File: config.mk
export PLATFORM = sky130hd
export DESIGN_NAME = seq_div_flat
export DESIGN_NICKNAME = d
export VERILOG_FILES = /design/src/rtl/seq_div_pkg.sv /design/src/rtl/seq_div_if.sv /design/src/rtl/restoring_div_step.sv /design/src/rtl/seq_div.sv /design/src/flat_wrapper.sv
export SDC_FILE = /design/constraint.sdc
export NUM_CORES = 1
export LEC_CHECK = 0
export CAP_MARGIN = 10
export CORE_MARGIN = 8
export CORE_UTILIZATION = 50
export DETAILED_ROUTE_END_ITERATION = 8
export PLACE_DENSITY = 0.75
export SLEW_MARGIN = 25
export SYNTH_ARGS = -nofsm -noshare
export SYNTH_HDL_FRONTEND = slang
export SYNTH_SLANG_ARGS = --single-unit
File: constraint.sdc
create_clock -name clk -period 3 [get_ports clk]
set_input_delay 0.6 -clock clk [delete_from_list [all_inputs] [get_ports clk]]
set_output_delay 0.6 -clock clk [all_outputs]
set_load 0.02 [all_outputs]
File: src/rtl/seq_div_pkg.sv
// Shared definitions for the iterative arithmetic blocks: FSM encodings and counter sizing.
package seq_div_pkg;

    localparam int unsigned DEF_N_BITS = 15;

    localparam logic [1:0] ENC_IDLE = 2'd0;
    localparam logic [1:0] ENC_CALC = 2'd1;
    localparam logic [1:0] ENC_DONE = 2'd2;

    typedef enum logic [1:0] {
        IDLE = ENC_IDLE,
        CALC = ENC_CALC,
        DONE = ENC_DONE
    } state_e;

    // Iteration counter must hold the value n_bits itself.
    function automatic int unsigned cnt_width(input int unsigned n_bits);
        return $clog2(n_bits + 1);
    endfunction

endpackage

File: src/rtl/seq_div_if.sv
// Operand/result handshake bundle for the sequential divider.
interface seq_div_if #(
    parameter int unsigned N_BITS = 15
) ();

    logic                  in_valid;
    logic                  in_ready;
    logic [2*N_BITS-1:0]   n;
    logic [N_BITS-1:0]     d;
    logic                  out_valid;
    logic                  out_ready;
    logic [N_BITS-1:0]     q;
    logic [N_BITS-1:0]     r;
    logic                  div_by_zero;
    logic                  overflow;

    modport master (
        output in_valid, n, d, out_ready,
        input  in_ready, out_valid, q, r, div_by_zero, overflow
    );

    modport slave (
        input  in_valid, n, d, out_ready,
        output in_ready, out_valid, q, r, div_by_zero, overflow
    );

endinterface

File: src/rtl/restoring_div_step.sv
// One restoring-division step: shift in a dividend bit, conditionally subtract the divisor.
module restoring_div_step #(
    parameter int unsigned N_BITS = 15
) (
    input  logic [N_BITS:0]   rem_i,
    input  logic              bit_i,
    input  logic [N_BITS-1:0] dvs_i,
    output logic [N_BITS:0]   rem_o,
    output logic              qbit_o
);

    logic [N_BITS+1:0] shifted;

    always_comb begin
        shifted = {rem_i, bit_i};
        qbit_o  = 1'b0;
        rem_o   = (N_BITS+1)'(shifted);
        if (shifted >= {2'b00, dvs_i}) begin
            qbit_o = 1'b1;
            rem_o  = (N_BITS+1)'(shifted - {2'b00, dvs_i});
        end
    end

endmodule

File: src/rtl/seq_div.sv
// Sequential restoring divider: 2N-bit dividend / N-bit divisor, one quotient bit per cycle.
module seq_div
    import seq_div_pkg::*;
#(
    parameter int unsigned N_BITS = DEF_N_BITS
) (
    input  logic      clk,
    input  logic      rst,
    seq_div_if.slave  bus
);

    localparam int unsigned CNT_W = cnt_width(N_BITS);

    state_e              state_q, state_d;
    logic [CNT_W-1:0]    cnt_q, cnt_d;
    logic [N_BITS:0]     rem_q, rem_d;
    logic [N_BITS-1:0]   dvd_q, dvd_d;
    logic [N_BITS-1:0]   dvs_q, dvs_d;
    logic [N_BITS-1:0]   quo_q, quo_d;
    logic [N_BITS-1:0]   q_q, q_d;
    logic [N_BITS-1:0]   r_q, r_d;
    logic                dbz_q, dbz_d;
    logic                ovf_q, ovf_d;
    logic                in_ready_q, in_ready_d;
    logic                out_valid_q, out_valid_d;

    logic [N_BITS-1:0]   n_hi, n_lo;
    logic [N_BITS:0]     step_rem;
    logic                step_qbit;

    assign n_hi = bus.n[2*N_BITS-1:N_BITS];
    assign n_lo = bus.n[N_BITS-1:0];

    restoring_div_step #(
        .N_BITS (N_BITS)
    ) u_step (
        .rem_i  (rem_q),
        .bit_i  (dvd_q[N_BITS-1]),
        .dvs_i  (dvs_q),
        .rem_o  (step_rem),
        .qbit_o (step_qbit)
    );

    // Next-state and datapath update
    always_comb begin
        state_d     = state_q;
        cnt_d       = cnt_q;
        rem_d       = rem_q;
        dvd_d       = dvd_q;
        dvs_d       = dvs_q;
        quo_d       = quo_q;
        q_d         = q_q;
        r_d         = r_q;
        dbz_d       = dbz_q;
        ovf_d       = ovf_q;

        case (state_q)
            IDLE: begin
                if (bus.in_valid) begin
                    dvs_d = bus.d;
                    if (bus.d == '0) begin
                        q_d     = '0;
                        r_d     = '0;
                        dbz_d   = 1'b1;
                        ovf_d   = 1'b0;
                        state_d = DONE;
                    end else if (n_hi >= bus.d) begin
                        q_d     = '0;
                        r_d     = '0;
                        dbz_d   = 1'b0;
                        ovf_d   = 1'b1;
                        state_d = DONE;
                    end else begin
                        rem_d   = {1'b0, n_hi};
                        dvd_d   = n_lo;
                        quo_d   = '0;
                        cnt_d   = CNT_W'(N_BITS);
                        state_d = CALC;
                    end
                end
            end
            CALC: begin
                rem_d = step_rem;
                dvd_d = {dvd_q[N_BITS-2:0], 1'b0};
                quo_d = {quo_q[N_BITS-2:0], step_qbit};
                cnt_d = cnt_q - 1'b1;
                if (cnt_q == CNT_W'(1)) begin
                    q_d     = {quo_q[N_BITS-2:0], step_qbit};
                    r_d     = step_rem[N_BITS-1:0];
                    dbz_d   = 1'b0;
                    ovf_d   = 1'b0;
                    state_d = DONE;
                end
            end
            DONE: begin
                if (bus.out_ready) begin
                    state_d = IDLE;
                end
            end
            default: begin
                state_d = IDLE;
            end
        endcase

        in_ready_d  = (state_d == IDLE);
        out_valid_d = (state_d == DONE);
    end

    always_ff @(posedge clk) begin
        if (rst) begin
            state_q     <= IDLE;
            cnt_q       <= '0;
            rem_q       <= '0;
            dvd_q       <= '0;
            dvs_q       <= '0;
            quo_q       <= '0;
            q_q         <= '0;
            r_q         <= '0;
            dbz_q       <= 1'b0;
            ovf_q       <= 1'b0;
            in_ready_q  <= 1'b1;
            out_valid_q <= 1'b0;
        end else begin
            state_q     <= state_d;
            cnt_q       <= cnt_d;
            rem_q       <= rem_d;
            dvd_q       <= dvd_d;
            dvs_q       <= dvs_d;
            quo_q       <= quo_d;
            q_q         <= q_d;
            r_q         <= r_d;
            dbz_q       <= dbz_d;
            ovf_q       <= ovf_d;
            in_ready_q  <= in_ready_d;
            out_valid_q <= out_valid_d;
        end
    end

    assign bus.in_ready    = in_ready_q;
    assign bus.out_valid   = out_valid_q;
    assign bus.q           = q_q;
    assign bus.r           = r_q;
    assign bus.div_by_zero = dbz_q;
    assign bus.overflow    = ovf_q;

endmodule

File: src/flat_wrapper.sv
// flat-port wrapper written by rule: the top's interface ports become plain ports
module seq_div_flat import seq_div_pkg::*;
#(
    parameter int unsigned N_BITS = DEF_N_BITS
)
  (clk, rst, bus_in_valid, bus_n, bus_d, bus_out_ready, bus_in_ready, bus_out_valid, bus_q, bus_r, bus_div_by_zero, bus_overflow);
  seq_div_if #(.N_BITS(N_BITS)) bus_i ();
  input  logic clk;
  input  logic rst;
  input wire logic [$bits(bus_i.in_valid)-1:0] bus_in_valid;
  input wire logic [$bits(bus_i.n)-1:0] bus_n;
  input wire logic [$bits(bus_i.d)-1:0] bus_d;
  input wire logic [$bits(bus_i.out_ready)-1:0] bus_out_ready;
  output wire logic [$bits(bus_i.in_ready)-1:0] bus_in_ready;
  output wire logic [$bits(bus_i.out_valid)-1:0] bus_out_valid;
  output wire logic [$bits(bus_i.q)-1:0] bus_q;
  output wire logic [$bits(bus_i.r)-1:0] bus_r;
  output wire logic [$bits(bus_i.div_by_zero)-1:0] bus_div_by_zero;
  output wire logic [$bits(bus_i.overflow)-1:0] bus_overflow;
  assign bus_i.in_valid = bus_in_valid;
  assign bus_i.n = bus_n;
  assign bus_i.d = bus_d;
  assign bus_i.out_ready = bus_out_ready;
  assign bus_in_ready = bus_i.in_ready;
  assign bus_out_valid = bus_i.out_valid;
  assign bus_q = bus_i.q;
  assign bus_r = bus_i.r;
  assign bus_div_by_zero = bus_i.div_by_zero;
  assign bus_overflow = bus_i.overflow;
  seq_div #(.N_BITS(N_BITS)) u_core (.clk(clk), .rst(rst), .bus(bus_i));
endmodule
==> metrics.md <==
| Metric | Value |
|---|---|
| Status | `finished clean` |
| Number of enable flip-flop cells after synthesis | `0` |
| CTS tree | `yes` |
| Share of layout cells above drive strength 1 | `a little under an eighth` |
| Distinct cells, synth | `63` |
| Post-synth top area share | `38.2%` |
| Rel. slew slack | `between 50% and 60%` |
| First-pass GRT wire length | `23800 um` |
| Prevailing post-synth register cell | `dfxtp_1` |
| # setup viols final | `0` |
| Max Freq | `roughly 0.35 GHz` |
| Mapped Nets | `680` |
| Register Area | `2000 sq um` |
| Chip width | `between 100 and 150 um` |
| Initial Util | `51.2%` |
| Fin cells | `838` |
| Crit-path cells | `clkdlybuf4s50_1 -> inv_1 -> ha_1 -> nand4_1 -> nor2_2 -> a221oi_1 -> o211ai_1 -> o31a_1 -> buf_12 -> a222oi_1 -> nor2_1` |
| Cell Area, Synth | `5240 sq um` |
| Asr flop ratio synth | `0%` |
| Worst-skew pair later-pin latency | `0.39 ns` |
| CP Data Required Time | `3.25 ns` |
| GRT overflow | `0` |
| Critical path fanouts, max | `18` |
| Worst Setup Path Type | `input port to flip-flop` |
| Worst vdd ir | `324 uV` |
| Max H-tree Level | `3` |
| Type of the most critical hold path | `flip-flop to flip-flop` |
| Die area | `14000 sq um` |
| Number of inserted diodes | `0` |
| Seq/Total Area, Yosys | `38.2%` |
| Pleak | `2.56 nW` |
| IO buf count | `between 80 and 90` |
| Synth-to-Final Area Change | `26.8%` |
| Sequential share of power | `37.1%` |
| Postcts setup bufs | `0` |
| Core box area | `slightly above 10000 sq um` |
| GRT Total Usage | `between 20% and 30%` |
| First-pass DRT Iterations | `5` |
| NetSw | `~1.5 mW` |
| Hold Path End | `u_core.quo_q[7]` |
| Final #Nets | `779` |
| DP Wirelength | `11300 um` |
| Clk pwr share | `21.6%` |
| Root Buffer Master | `clkbuf_8` |
| I/O pins | `83` |
| Max-slew violation count | `0` |
| DIE HEIGHT | `roughly 120 um` |
| DRC viols | `0` |
| R2r endpoint | `u_core.rem_q[14]` |
| Endpoints failing hold | `0` |
| Hold depth | `2` |
| Crit path from | `bus_d[10]` |
| Crit-path slowest cell | `clkdlybuf4s50_1` |
| Synth area leaders | `dfxtp_1 (38%), ha_1 (7.6%), a21oi_1 (5.8%)` |
| Reg clk slew, reported paths | `0.12 ns` |
| Cells after Synth | `between 500 and 600` |
| #FFs+latches synth | `100` |
| Antenna violations before repair | `0` |
| Critical Path End Type | `flip-flop` |
| Startpoint types | `input port` |
| Vias in the first global route | `4816` |
| # rows | `37` |
| Min-Delay Startpoint | `u_core.quo_q[7]` |
| Worst Reg-to-Reg Cells | `10` |
| Largest net degree at the start of global routing | `between 50 and 60` |
| Post-synth top cells | `dfxtp_1 (100), nand2_1 (66), a21oi_1 (61)` |
| Max-Cap Viols | `0` |
| Syn. warnings | `0` |
| Switching Share | `approximately 38%` |
| Worst path max stage delay | `between 0.5 and 0.6 ns` |
| Final GP Congestion | `0.888` |
| Syn avg cell area | `a little under 9 sq um` |
| Post-layout minimum cycle time | `2.82 ns` |
| Vias | `slightly below 5000` |
| Cell Count Post-Placement | `822` |
| Clock skew | `0.0164 ns` |
| Largest area contributor in the synthesized netlist | `dfxtp_1` |
| Internal power | `between 2 and 2.5 mW` |
| CTS max path bufs | `2` |
| Clock Sink Count | `100` |
| Slew @ Worst Pin | `about 0.67 ns` |
| Multi-input logic area | `2940 sq um` |
| Reg2Reg Launch Point | `u_core.dvs_q[0]` |
| Power, Total | `4.03 mW` |
| # fillers | `895` |
| Total wire length | `around 15000 um` |
| Initial DRC Count | `roughly 340` |
| CTS Buf Count | `9` |
| ANT nets after route | `0` |
| Logic pwr share | `roughly two fifths` |
| Wire length per cell | `17.6 um` |
| Power Dens Cells | `607 nW/um^2` |
| Worst reg2reg setup slack | `0.24 ns` |
| Critical Path AT | `3.07 ns` |
| Top-count cell post-synth | `dfxtp_1` |
| RSZ-0062 raised after global routing | `false` |
| Final Cycle Share | `94.0%` |
| Drt via density | `5.78` |
worst max path at each step:
stage                     cells past startpoint               end
after floorplan                              11   u_core.rem_q[4]
after global placement                       12  u_core.dvd_q[13]
after detailed placement                     12   u_core.dvd_q[1]
after CTS                                    12  u_core.dvd_q[13]
after global routing                         11   u_core.dvd_q[1]
final                                        11   u_core.dvd_q[1]
through the flow:
stage          utilization [%]  area [sq um]  setup slack, ns  setup TNS [ns]  hold slack [ns]
3_5_place_dp              62.8          6430           -0.210           -7.61            0.448
3_3_place_gp              62.8          6430           -0.110           -2.79            0.444
4_1_cts                   64.9          6640            0.199               0            0.465
6_report                  64.9          6640            0.179               0            0.463
5_1_grt                   64.9          6640           0.0148               0            0.490
2_1_floorplan                -          5240            0.452               0            0.436
flip-flops by register name (all words and copies together), names as in the netlist, 2 cells and up:
name	flops
u_core.rem_q	16
u_core.bus.q	15
u_core.bus.r	15
u_core.dvd_q	15
u_core.dvs_q	15
u_core.quo_q	14
u_core.cnt_q	4
u_core.state_q	2
cell type report:
type	instances	area share, %
clock buffers	9	1.87
repair buffers	128	17.9
clock inverters	7	1.26
well taps	136	2.56
inverters	37	2.09
flip-flops and latches	100	30.1
multi-input cells	421	44.2
repair_timing:
action / CTS / global route
gates resized for setup: 0 / 1
hold endpoints to repair: 0 / 0
hold buffers: 0 / 0
endpoints found under the setup margin: 0 / 1
worst max-delay path: cells and delay by family:
family,cells,cell delay [ns]
AO/OA/AOI/OAI,4,1.14
buffers and inverters,3,0.74
adder cells (fa/ha/maj),1,0.31
AND/OR/NAND/NOR,3,0.27
layout by cell type, fill, tap and decap left out, types with 15 or more instances in the layout:
master           count
nand2_1             66
dfxtp_1            100
ha_1                32
nand3_1             23
nor2_1              29
a21o_1              18
a211oi_1            22
inv_1               37
o2bb2ai_1           15
buf_4               44
mux2i_1             22
a21oi_1             61
clkdlybuf4s50_1     81
power by group through the flow:
stage / clock (mW) / combinational [mW] / sequential [mW]
after CTS: 0.883 / 1.65 / 1.49
after global routing: 0.944 / 1.80 / 1.51
after floorplan: 0 / 1.20 / 1.52
after global placement: 0 / 1.62 / 1.52
after detailed placement: 0 / 1.64 / 1.52
final: 0.871 / 1.67 / 1.50
layer usage:
layer  vias to the layer above  global-route usage [%]  routed length [um]
met5                         -                       0                   0
met4                         0                    6.49                 174
met3                        13                    3.95                 723
met2                       139                    35.6                7300
met1                      2302                    25.4                6520
li1                       2393                       -                   -
cell families (layout without fill, tap and decap cells):
family                     count (synthesis)  after routing  synth area share, %
xor gates and xnor gates                  13             13                 2.17
buffers and inverters                     77            181                 6.07
DFF                                      100            100                 38.2
adders and majority gates                 33             33                 8.03
and+or+nand+nor                          162            162                 14.7
AOI/OAI and AO/OA                        190            190                 26.4
muxes                                     23             23                 4.42
Power figures use the tool's default switching activity.
